### config.mk
export PLATFORM = sky130hd
export DESIGN_NAME = pkmc_sdram_refresh_sched
export DESIGN_NICKNAME = d
export VERILOG_FILES = /design/src/rtl/pkmc_sdram_refresh_sched.sv
export SDC_FILE = /design/constraint.sdc
export NUM_CORES = 1
export LEC_CHECK = 0
export ABC_AREA = 0
export BUFFER_PORTS_ARGS = -buffer_cell sky130_fd_sc_hd__buf_4
export CORE_MARGIN = 10
export CORE_UTILIZATION = 53
export CTS_CLUSTER_DIAMETER = 60
export DETAILED_ROUTE_END_ITERATION = 7
export GPL_ROUTABILITY_DRIVEN = 0
export PLACE_DENSITY = 0.74
export SETUP_SLACK_MARGIN = 0.4
export SYNTH_ARGS = -nofsm -noshare
export SYNTH_HDL_FRONTEND = slang
export SYNTH_SLANG_ARGS = --single-unit
### constraint.sdc
create_clock -name clk_i -period 1.9 [get_ports clk_i]
set_input_delay 0.095 -clock clk_i [delete_from_list [all_inputs] [get_ports clk_i]]
set_output_delay 0.095 -clock clk_i [all_outputs]
set_load 0.005 [all_outputs]
### src/rtl/pkmc_sdram_refresh_sched.sv
// -----------------------------------------------------------------------------
// pkmc_sdram_refresh_sched
// Sequences the SDRAM power-up initialisation and then arbitrates between
// host accesses and periodic auto-refresh. Refresh ticks are counted while
// the memory is busy and are paid back before a new access once they become
// urgent.
//
// Ports
//   clk_i        in   system clock, rising edge
//   rst_i        in   synchronous active-high reset
//   acc_req_i    in   host access request
//   acc_gnt_o    out  access grant, held until acc_done_i
//   acc_done_i   in   host access finished (only looked at while granted)
//   cmd_valid_o  out  command request to the SDRAM command FSM
//   cmd_o        out  01=PRECHARGE 10=AUTO_REFRESH 11=LOAD_MODE 00=NOP
//   pch_all_o    out  1=precharge all banks, 0=single bank
//   cmd_ack_i    in   command accepted this cycle
//   init_done_o  out  initialisation sequence complete
//   ref_pend_o   out  pending-refresh count
//   ref_ovf_o    out  sticky: a refresh tick was lost at saturation
// -----------------------------------------------------------------------------
module pkmc_sdram_refresh_sched #(
    parameter int unsigned INIT_WAIT    = 20000,
    parameter int unsigned REF_INTERVAL = 780,
    parameter int unsigned INIT_REFS    = 8,
    parameter int unsigned MAX_PEND     = 4
) (
    input  logic       clk_i,
    input  logic       rst_i,
    input  logic       acc_req_i,
    output logic       acc_gnt_o,
    input  logic       acc_done_i,
    output logic       cmd_valid_o,
    output logic [1:0] cmd_o,
    output logic       pch_all_o,
    input  logic       cmd_ack_i,
    output logic       init_done_o,
    output logic [2:0] ref_pend_o,
    output logic       ref_ovf_o
);

    // One counter serves both the power-up wait and the init refresh count.
    localparam int unsigned CNT_MAX = (INIT_WAIT > INIT_REFS) ? INIT_WAIT : INIT_REFS;
    localparam int unsigned CNT_W   = $clog2(CNT_MAX + 1);
    localparam int unsigned TMR_W   = $clog2(REF_INTERVAL + 1);

    localparam logic [1:0] CMD_NOP = 2'b00;
    localparam logic [1:0] CMD_PCH = 2'b01;
    localparam logic [1:0] CMD_REF = 2'b10;
    localparam logic [1:0] CMD_LMR = 2'b11;

    localparam logic [2:0]       PEND_MAX   = 3'(MAX_PEND);
    localparam logic [2:0]       PEND_URG   = 3'(MAX_PEND - 1);
    localparam logic [TMR_W-1:0] TMR_RELOAD = TMR_W'(REF_INTERVAL - 1);

    typedef enum logic [2:0] {
        S_INIT_WAIT,
        S_INIT_PCH,
        S_INIT_REF,
        S_INIT_LMR,
        S_IDLE,
        S_ACCESS,
        S_REF_PCH,
        S_REF_CMD
    } state_t;

    state_t           r_state;
    state_t           w_state_nxt;
    logic [CNT_W-1:0] r_cnt;
    logic [CNT_W-1:0] w_cnt_nxt;
    logic [TMR_W-1:0] r_tmr;

    logic       r_acc_gnt;
    logic       r_cmd_valid;
    logic [1:0] r_cmd;
    logic       r_pch_all;
    logic       r_init_done;
    logic [2:0] r_pend;
    logic       r_ovf;

    logic       w_ack;
    logic       w_tick;
    logic       w_dec;
    logic       w_init_fin;
    logic       w_cmd_valid_nxt;
    logic [1:0] w_cmd_nxt;
    logic       w_pch_all_nxt;

    // An ack only counts while a command is actually being offered.
    assign w_ack      = cmd_ack_i & r_cmd_valid;
    assign w_tick     = r_init_done && (r_tmr == '0);
    assign w_dec      = (r_state == S_REF_CMD) && w_ack;
    assign w_init_fin = (r_state == S_INIT_LMR) && w_ack;

    // Next-state logic plus the command outputs decoded from the next state,
    // so every output is a flop that changes together with the state.
    always_comb begin
        w_state_nxt     = r_state;
        w_cnt_nxt       = r_cnt;
        w_cmd_valid_nxt = 1'b0;
        w_cmd_nxt       = CMD_NOP;
        w_pch_all_nxt   = 1'b0;

        case (r_state)
            S_INIT_WAIT: begin
                if (r_cnt == CNT_W'(INIT_WAIT - 1)) begin
                    w_state_nxt = S_INIT_PCH;
                    w_cnt_nxt   = '0;
                end else begin
                    w_cnt_nxt = r_cnt + CNT_W'(1);
                end
            end
            S_INIT_PCH: begin
                if (w_ack) begin
                    w_state_nxt = S_INIT_REF;
                    w_cnt_nxt   = '0;
                end
            end
            S_INIT_REF: begin
                if (w_ack) begin
                    if (r_cnt == CNT_W'(INIT_REFS - 1)) begin
                        w_state_nxt = S_INIT_LMR;
                        w_cnt_nxt   = '0;
                    end else begin
                        w_cnt_nxt = r_cnt + CNT_W'(1);
                    end
                end
            end
            S_INIT_LMR: begin
                if (w_ack) w_state_nxt = S_IDLE;
            end
            S_IDLE: begin
                // Urgent refresh beats access; access beats relaxed refresh.
                if (r_pend >= PEND_URG)   w_state_nxt = S_REF_PCH;
                else if (acc_req_i)       w_state_nxt = S_ACCESS;
                else if (r_pend != 3'd0)  w_state_nxt = S_REF_PCH;
            end
            S_ACCESS: begin
                if (acc_done_i) w_state_nxt = S_IDLE;
            end
            S_REF_PCH: begin
                if (w_ack) w_state_nxt = S_REF_CMD;
            end
            S_REF_CMD: begin
                if (w_ack) w_state_nxt = S_IDLE;
            end
            default: begin
                w_state_nxt = S_INIT_WAIT;
                w_cnt_nxt   = '0;
            end
        endcase

        case (w_state_nxt)
            S_INIT_PCH, S_REF_PCH: begin
                w_cmd_valid_nxt = 1'b1;
                w_cmd_nxt       = CMD_PCH;
                w_pch_all_nxt   = 1'b1;
            end
            S_INIT_REF, S_REF_CMD: begin
                w_cmd_valid_nxt = 1'b1;
                w_cmd_nxt       = CMD_REF;
            end
            S_INIT_LMR: begin
                w_cmd_valid_nxt = 1'b1;
                w_cmd_nxt       = CMD_LMR;
            end
            default: ;
        endcase
    end

    // State, sequencing counter and registered outputs.
    always_ff @(posedge clk_i) begin
        if (rst_i) begin
            r_state     <= S_INIT_WAIT;
            r_cnt       <= '0;
            r_acc_gnt   <= 1'b0;
            r_cmd_valid <= 1'b0;
            r_cmd       <= CMD_NOP;
            r_pch_all   <= 1'b0;
            r_init_done <= 1'b0;
        end else begin
            r_state     <= w_state_nxt;
            r_cnt       <= w_cnt_nxt;
            r_acc_gnt   <= (w_state_nxt == S_ACCESS);
            r_cmd_valid <= w_cmd_valid_nxt;
            r_cmd       <= w_cmd_nxt;
            r_pch_all   <= w_pch_all_nxt;
            if (w_init_fin) r_init_done <= 1'b1;
        end
    end

    // Refresh interval timer; idle until initialisation completes.
    always_ff @(posedge clk_i) begin
        if (rst_i) begin
            r_tmr <= '0;
        end else if (w_init_fin) begin
            r_tmr <= TMR_RELOAD;
        end else if (r_init_done) begin
            r_tmr <= w_tick ? TMR_RELOAD : (r_tmr - TMR_W'(1));
        end
    end

    // Pending-refresh counter; a tick and a completed refresh cancel out.
    always_ff @(posedge clk_i) begin
        if (rst_i) begin
            r_pend <= 3'd0;
            r_ovf  <= 1'b0;
        end else begin
            case ({w_tick, w_dec})
                2'b10: begin
                    if (r_pend == PEND_MAX) r_ovf  <= 1'b1;
                    else                    r_pend <= r_pend + 3'd1;
                end
                2'b01:   r_pend <= r_pend - 3'd1;
                default: ;
            endcase
        end
    end

    assign acc_gnt_o   = r_acc_gnt;
    assign cmd_valid_o = r_cmd_valid;
    assign cmd_o       = r_cmd;
    assign pch_all_o   = r_pch_all;
    assign init_done_o = r_init_done;
    assign ref_pend_o  = r_pend;
    assign ref_ovf_o   = r_ovf;

endmodule

# Word level (Yosys, flattened, before mapping)
# Index checks and enable logic that the tools add are counted.
[totals] output_inout_bits=10 input_bits=5 ff_bits=38 word_cells=79
[op_classes] n_lt_le_gt_ge=1 muxes=24 addsub=4 bitwise=1 n_reduce_logical=17 eq_ne=21
[ops] cell="two-way mux 15 bit" count=4
[ops] cell="case mux 15 bit (3 select lines)" count=1
[ops] cell="two-way mux 3 bit" count=11
[ops] cell="two-way mux 10 bit" count=3
[ops] cell="== test 3 bit, second input constant" count=8
[ops] cell="case mux 3 bit (7 select lines)" count=1
[ops] cell="adder 15 x 1 -> 15 bit, second input constant" count=1
[ops] cell="== test 15 bit, second input constant" count=1
[ops] cell="== test 15 x 3 -> 1 bit, second input constant" count=1
[ops] cell="== test 3 x 2 -> 1 bit, second input constant" count=4
[ops] cell="zero test 10 bit" count=1
[ops] cell="subtractor 10 x 1 -> 10 bit, second input constant" count=1
[ops] cell="OR reduction 2 bit" count=4
[ops] cell="== test 3 x 1 -> 1 bit, second input constant" count=2
[ops] cell="!= test 2 bit, second input constant" count=3
[ops] cell="case mux 2 bit (3 select lines)" count=1
[ops] cell="case mux 3 bit (2 select lines)" count=1
[ops] cell="nonzero test 3 bit" count=2
[ops] cell="OR reduction 5 bit" count=1
[ops] cell="AND reduction 2 bit" count=2
[ops] cell="nonzero test 2 bit" count=2
[ops] cell="adder 3 x 1 -> 3 bit, second input constant" count=1
[ops] cell=">= comparator 3 x 2 -> 1 bit, second input constant" count=1
[ops] cell="logical AND 1 bit" count=3
[ops] cell="7 further kinds" count=8

# Longest topological paths before layout
[depth] ltp_word=8 mapped_depth=10 ltp_nobuf=9

# Worst setup path after synthesis
# Ideal clock, no wire load.
[synth_timing] kind="register -> register" startpoint="reg r_init_done, in the netlist init_done_o" endpoint="reg r_pend[1], in the netlist ref_pend_o[1]" arrival_ns=1.986 path_buffers=2 setup_time_ns=0.070 period_less_slack_ns=2.055 path_stages_with_launch=10 setup_slack_ns=-0.155 path_cell_list="dfxtp_1 -> buf_4 -> nor4b_4 -> nand4b_4 -> and2_4 -> buf_6 -> inv_1 -> fa_1 -> o21bai_1 -> a21oi_1"
[synth_via] elab_chain_len=4 word_cells_on_any_way=7 classes_between="eq/ne: 3; mux: 1; reduce/logical: 3"
[synth_lines] element="start: declaration" line_no="77" source="logic r_init_done;"
[synth_lines] element="start signal: assignment" line_no="180" source="r_init_done <= 1'b0;"
[synth_lines] element="start signal: assignment" line_no="188" source="if (w_init_fin) r_init_done <= 1'b1;"
[synth_lines] element="logical AND 1 bit (*)" line_no="91" source="assign w_tick = r_init_done && (r_tmr == '0);"
[synth_lines] element="== test 2 bit / == test 2 x 1 -> 1 bit (equally long branches)" line_no="209" source="case ({w_tick, w_dec})"
[synth_lines] element="!= test 2 bit (no source line) / nonzero test 2 bit (equally long branches)"
[synth_lines] element="AND reduction 2 bit (no source line)"
[synth_lines] element="end signal: assignment" line_no="212" source="else r_pend <= r_pend + 3'd1;"
[synth_lines] element="end signal: assignment" line_no="214" source="2'b01: r_pend <= r_pend - 3'd1;"
[synth_lines] element="end: declaration" line_no="78" source="logic [2:0] r_pend;"
# Mark *: on every way between the ends. The rest lies on a longest branch, timed or not.
# A chain may end at the register's enable or synchronous reset.

# Final worst setup path
[layout_timing] startpoint="reg r_tmr[8]" endpoint="reg r_pend[1], in the netlist ref_pend_o[1]"
[layout_via] elab_chain_len=5 word_cells_on_any_way=8 classes_between="eq/ne: 3; mux: 1; reduce/logical: 4"
[layout_lines] element="start: declaration" line_no="71" source="logic [TMR_W-1:0] r_tmr;"
[layout_lines] element="start signal: assignment" line_no="199" source="r_tmr <= w_tick ? TMR_RELOAD : (r_tmr - TMR_W'(1));"
[layout_lines] element="zero test 10 bit (*)" line_no="91"
[layout_lines] element="logical AND 1 bit (*)" line_no="91"
[layout_lines] element="== test 2 bit / == test 2 x 1 -> 1 bit (equally long branches)" line_no="209"
[layout_lines] element="!= test 2 bit (no source line) / nonzero test 2 bit (equally long branches)"
[layout_lines] element="AND reduction 2 bit (no source line)"
# Marked as above.

==> flow_summary.yaml <==
worst_setup_path:
  crit_buf_inv: 1
  worst_path_max_delay_cell: "fa_2"
  startpoint: "r_tmr[8]"
  crit_fanout: 2
  worstSetupEndpointType: "register"
  critPathTopFamily: "simple AND/OR/NAND/NOR gates"
  critPathLaunchType: "register"
  cp.required_ns: 2.13
  crit_type: "reg -> reg"
  crit_chain: "nor4_4, nand4b_4, and2_4, inv_2, fa_2, o21bai_1, a21oi_1"
  cpPeakStageDelay_ns: 0.40
  arrival_ns: 2.02
  worstReg2RegStart: "r_tmr[8]"
global_routing:
  grt_remaining_overflow: 0
  globalRouteTotalUtil: 0.1553
  grt_first_pass_wirelength_mm: 8.121
  busiest_layer: "met2"
  grt_max_degree: 26
  grt_pass1_vias: 1735
  antenna_found_initial: 0
  grtUsageMet2: 0.2646
  met3_usage: 0.04525
  use_met1: 0.1797
die:
  die_h_um: 81.40
  rows: 22
  initial_core_util: 0.5458
  coreArea_mm2: 0.003661
  die_x_um: 81.40
  top_level_ports: 15
  die_area_mm2: 0.006626
detailed_routing:
  drt_wl_total_mm: 5.203
  drt-vias-per-instance: 5.805
  ant_nets: 0
  drtIter0Drc: 131
  dr.pass1.iters: 4
  vias: 1875
  avgRoutedWirePerCell_um: 16.11
  drcViolationCount: 0
sta:
  maxSlewHeadroom: 0.7693
  timing.final.crit_period_ns: 1.795
  tightest_slew_ns: 0.3448
  fin_crit_sh: 0.9450
  finClkSkew_ns: 0.003607
  max_freq_mhz: 557.0
  rsz0062_at_grt: "true"
  finalHoldViolations: 0
  slew_viol_final: 0
  finalSetupViolations: 0
  final.setup.tns_ns: 0
cells_and_area:
  final_util: 0.7604
  drive_gt1_frac: 0.4364
  regArea_um2: 780.7
  fill_cells: 269
  nNetsFinal: 283
  antenna_cells: 0
  syn2layout_area_growth_pct: 39.32
  multi_input_area_mm2: 0.001454
power:
  p_leak_uw: 0.001058
  power_density_mw_per_mm2: 503.8
  peakVddDrop_v: 0.0005280
clock_network:
  h-tree-depth: 2
  cts_tree: "done"
  cts.path.max_buffers: 2
  worst_setup_hold_path_clk_slew_ns: 0.07
  cts_num_sinks: 38
  clock-root-buffer: "clkbuf_8"
  clock_latency_ns: 0.29
  cts.hold.buffers_added: 0
  numCtsBuffers: 5
yosys:
  synth_seq_cells: 38
  synth_compound_area_frac: 0.1634
  synth_ff_type: "dfxtp_1"
  synthAdderAreaFrac: 0.03256
  synth_warnings: 0
  avgSynthCellArea_um2: 8.650
  ys_async_sr_fraction: 0
  seq_area_frac_synth: 0.3807
  synth_area_mm2: 0.001998
  syn_inst: 231
  synth_edf_count: 0
  synthSimpleGateAreaFrac: 0.3062
  yosysUniqueCellTypes: 58
  synth_xor_area_frac: 0.07013
  synth.area.mux_share: 0
  syn-num-nets: 239
  synth_top_family_by_area: "simple AND/OR/NAND/NOR gates"
place:
  dp_hpwl_mm: 3.394
  port_buffers: 14
min_path:
  hp-class: "in -> reg"
  min_from: "rst_i"
run_status:
  outcome: "completed"
job:
  cap_viol_max_count: 0
==> registers in the layout, indices dropped and copies added, names as in the netlist <==
| signal | cells |
|---|---|
| ref_ovf_o | 1 |
| r_state | 3 |
| ref_pend_o | 3 |
| cmd_valid_o | 1 |
| cmd_o | 2 |
| init_done_o | 1 |
| pch_all_o | 1 |
| acc_gnt_o | 1 |
| r_cnt | 15 |
| r_tmr | 10 |
==> cells in the final DEF, fill, tap and decap left out, types with 3 or more instances in the layout <==
master and n:
a21oi_1 10, dfxtp_2 10, a21o_1 3, nor2_1 24, nand4_1 5, nor3_1 4
o211ai_1 3, buf_4 40, inv_1 10, nor4_2 6, xnor2_1 13, and3_1 5
nand3_1 8, dfxtp_1 26, buf_6 5, o21ai_0 5, xor2_1 3, nor4b_2 3
nand2_1 6, nor2_2 6, nand2_4 3, clkbuf_8 5
==> metal layers <==
metal / routed length [um] / vias to the layer above / part of all wire
li1: - / 930 / -
met1: 2269 / 894 / 0.44
met2: 2602 / 45 / 0.50
met3: 270 / 6 / 0.052
met4: 61 / 0 / 0.012
met5: 0 / - / 0
==> cell usage after synthesis (4+ instances only) <==
cell type / n / area, um^2
a211oi_1: 4 / 30.03
a21oi_1: 11 / 55.05
and3_1: 7 / 43.79
clkbuf_1: 4 / 15.01
dfxtp_1: 38 / 760.7
inv_1: 11 / 41.29
nand2_1: 9 / 33.78
nand3_1: 10 / 50.05
nand4_1: 5 / 31.28
nor2_1: 32 / 120.1
nor3_1: 6 / 30.03
nor4_1: 8 / 50.05
nor4b_1: 4 / 35.03
o21ai_0: 7 / 35.03
xnor2_1: 13 / 113.9
==> kinds of logic (layout without fill, tap and decap cells) <==
family                   after synthesis  count (layout)
AND/OR/NAND/NOR                      104             104
AO/OA/AOI/OAI                         47              47
flip-flops                            38              38
buffers and inverters                 21              64
XOR/XNOR                              16              16
adder cells (fa/ha/maj)                5               6
==> area by class of cell <==
class	count	area share
well taps	48	0.02157
flip-flops and latches	38	0.2804
multi-input cells	173	0.5222
clock buffers	7	0.02742
repair buffers	46	0.1335
inverters	11	0.01483
==> power breakdown <==
group          internal, uW  total [uW]  switching (uW)
Sequential              802         810            7.28
Combinational          37.2        71.8            34.6
Clock                   253         521             269
==> worst paths after layout <==
| kind | to | slack (ns) | cells past startpoint |
|---|---|---|---|
| worst max register to register | ref_pend_o[1] | 0.10 | 7 |
| worst min-delay path | r_cnt[1] | 0.11 | 2 |
| worst max-delay path | ref_pend_o[1] | 0.10 | 7 |
| worst min register to register | ref_ovf_o | 0.53 | 2 |
==> per-stage QoR <==
stage / instance area (um^2) / hold WS, ns / std cells / total power [uW] / setup WS [ns]
3_3_place_gp: 2379 / 0.4039 / 305 / 879.1 / 0.06305
4_1_cts: 2621 / 0.1007 / 321 / 1406 / 0.09489
2_1_floorplan: 2115 / 0.3728 / 231 / 858.9 / -0.09278
6_report: 2784 / 0.1077 / 323 / 1403 / 0.1045
3_5_place_dp: 2379 / 0.4156 / 305 / 878.4 / 0.02586
5_1_grt: 2784 / 0.1157 / 323 / 1451 / -0.001042
==> what timing repair did <==
item                       in CTS  in global routing
setup buffers                   8                  2
pin swaps                      21                 13
resized for setup              26                 32
hold endpoints to repair        0                  0
cloned                          1                  0
setup endpoints to repair      28                 32
No activity file was read; power rests on OpenSTA's default activity.
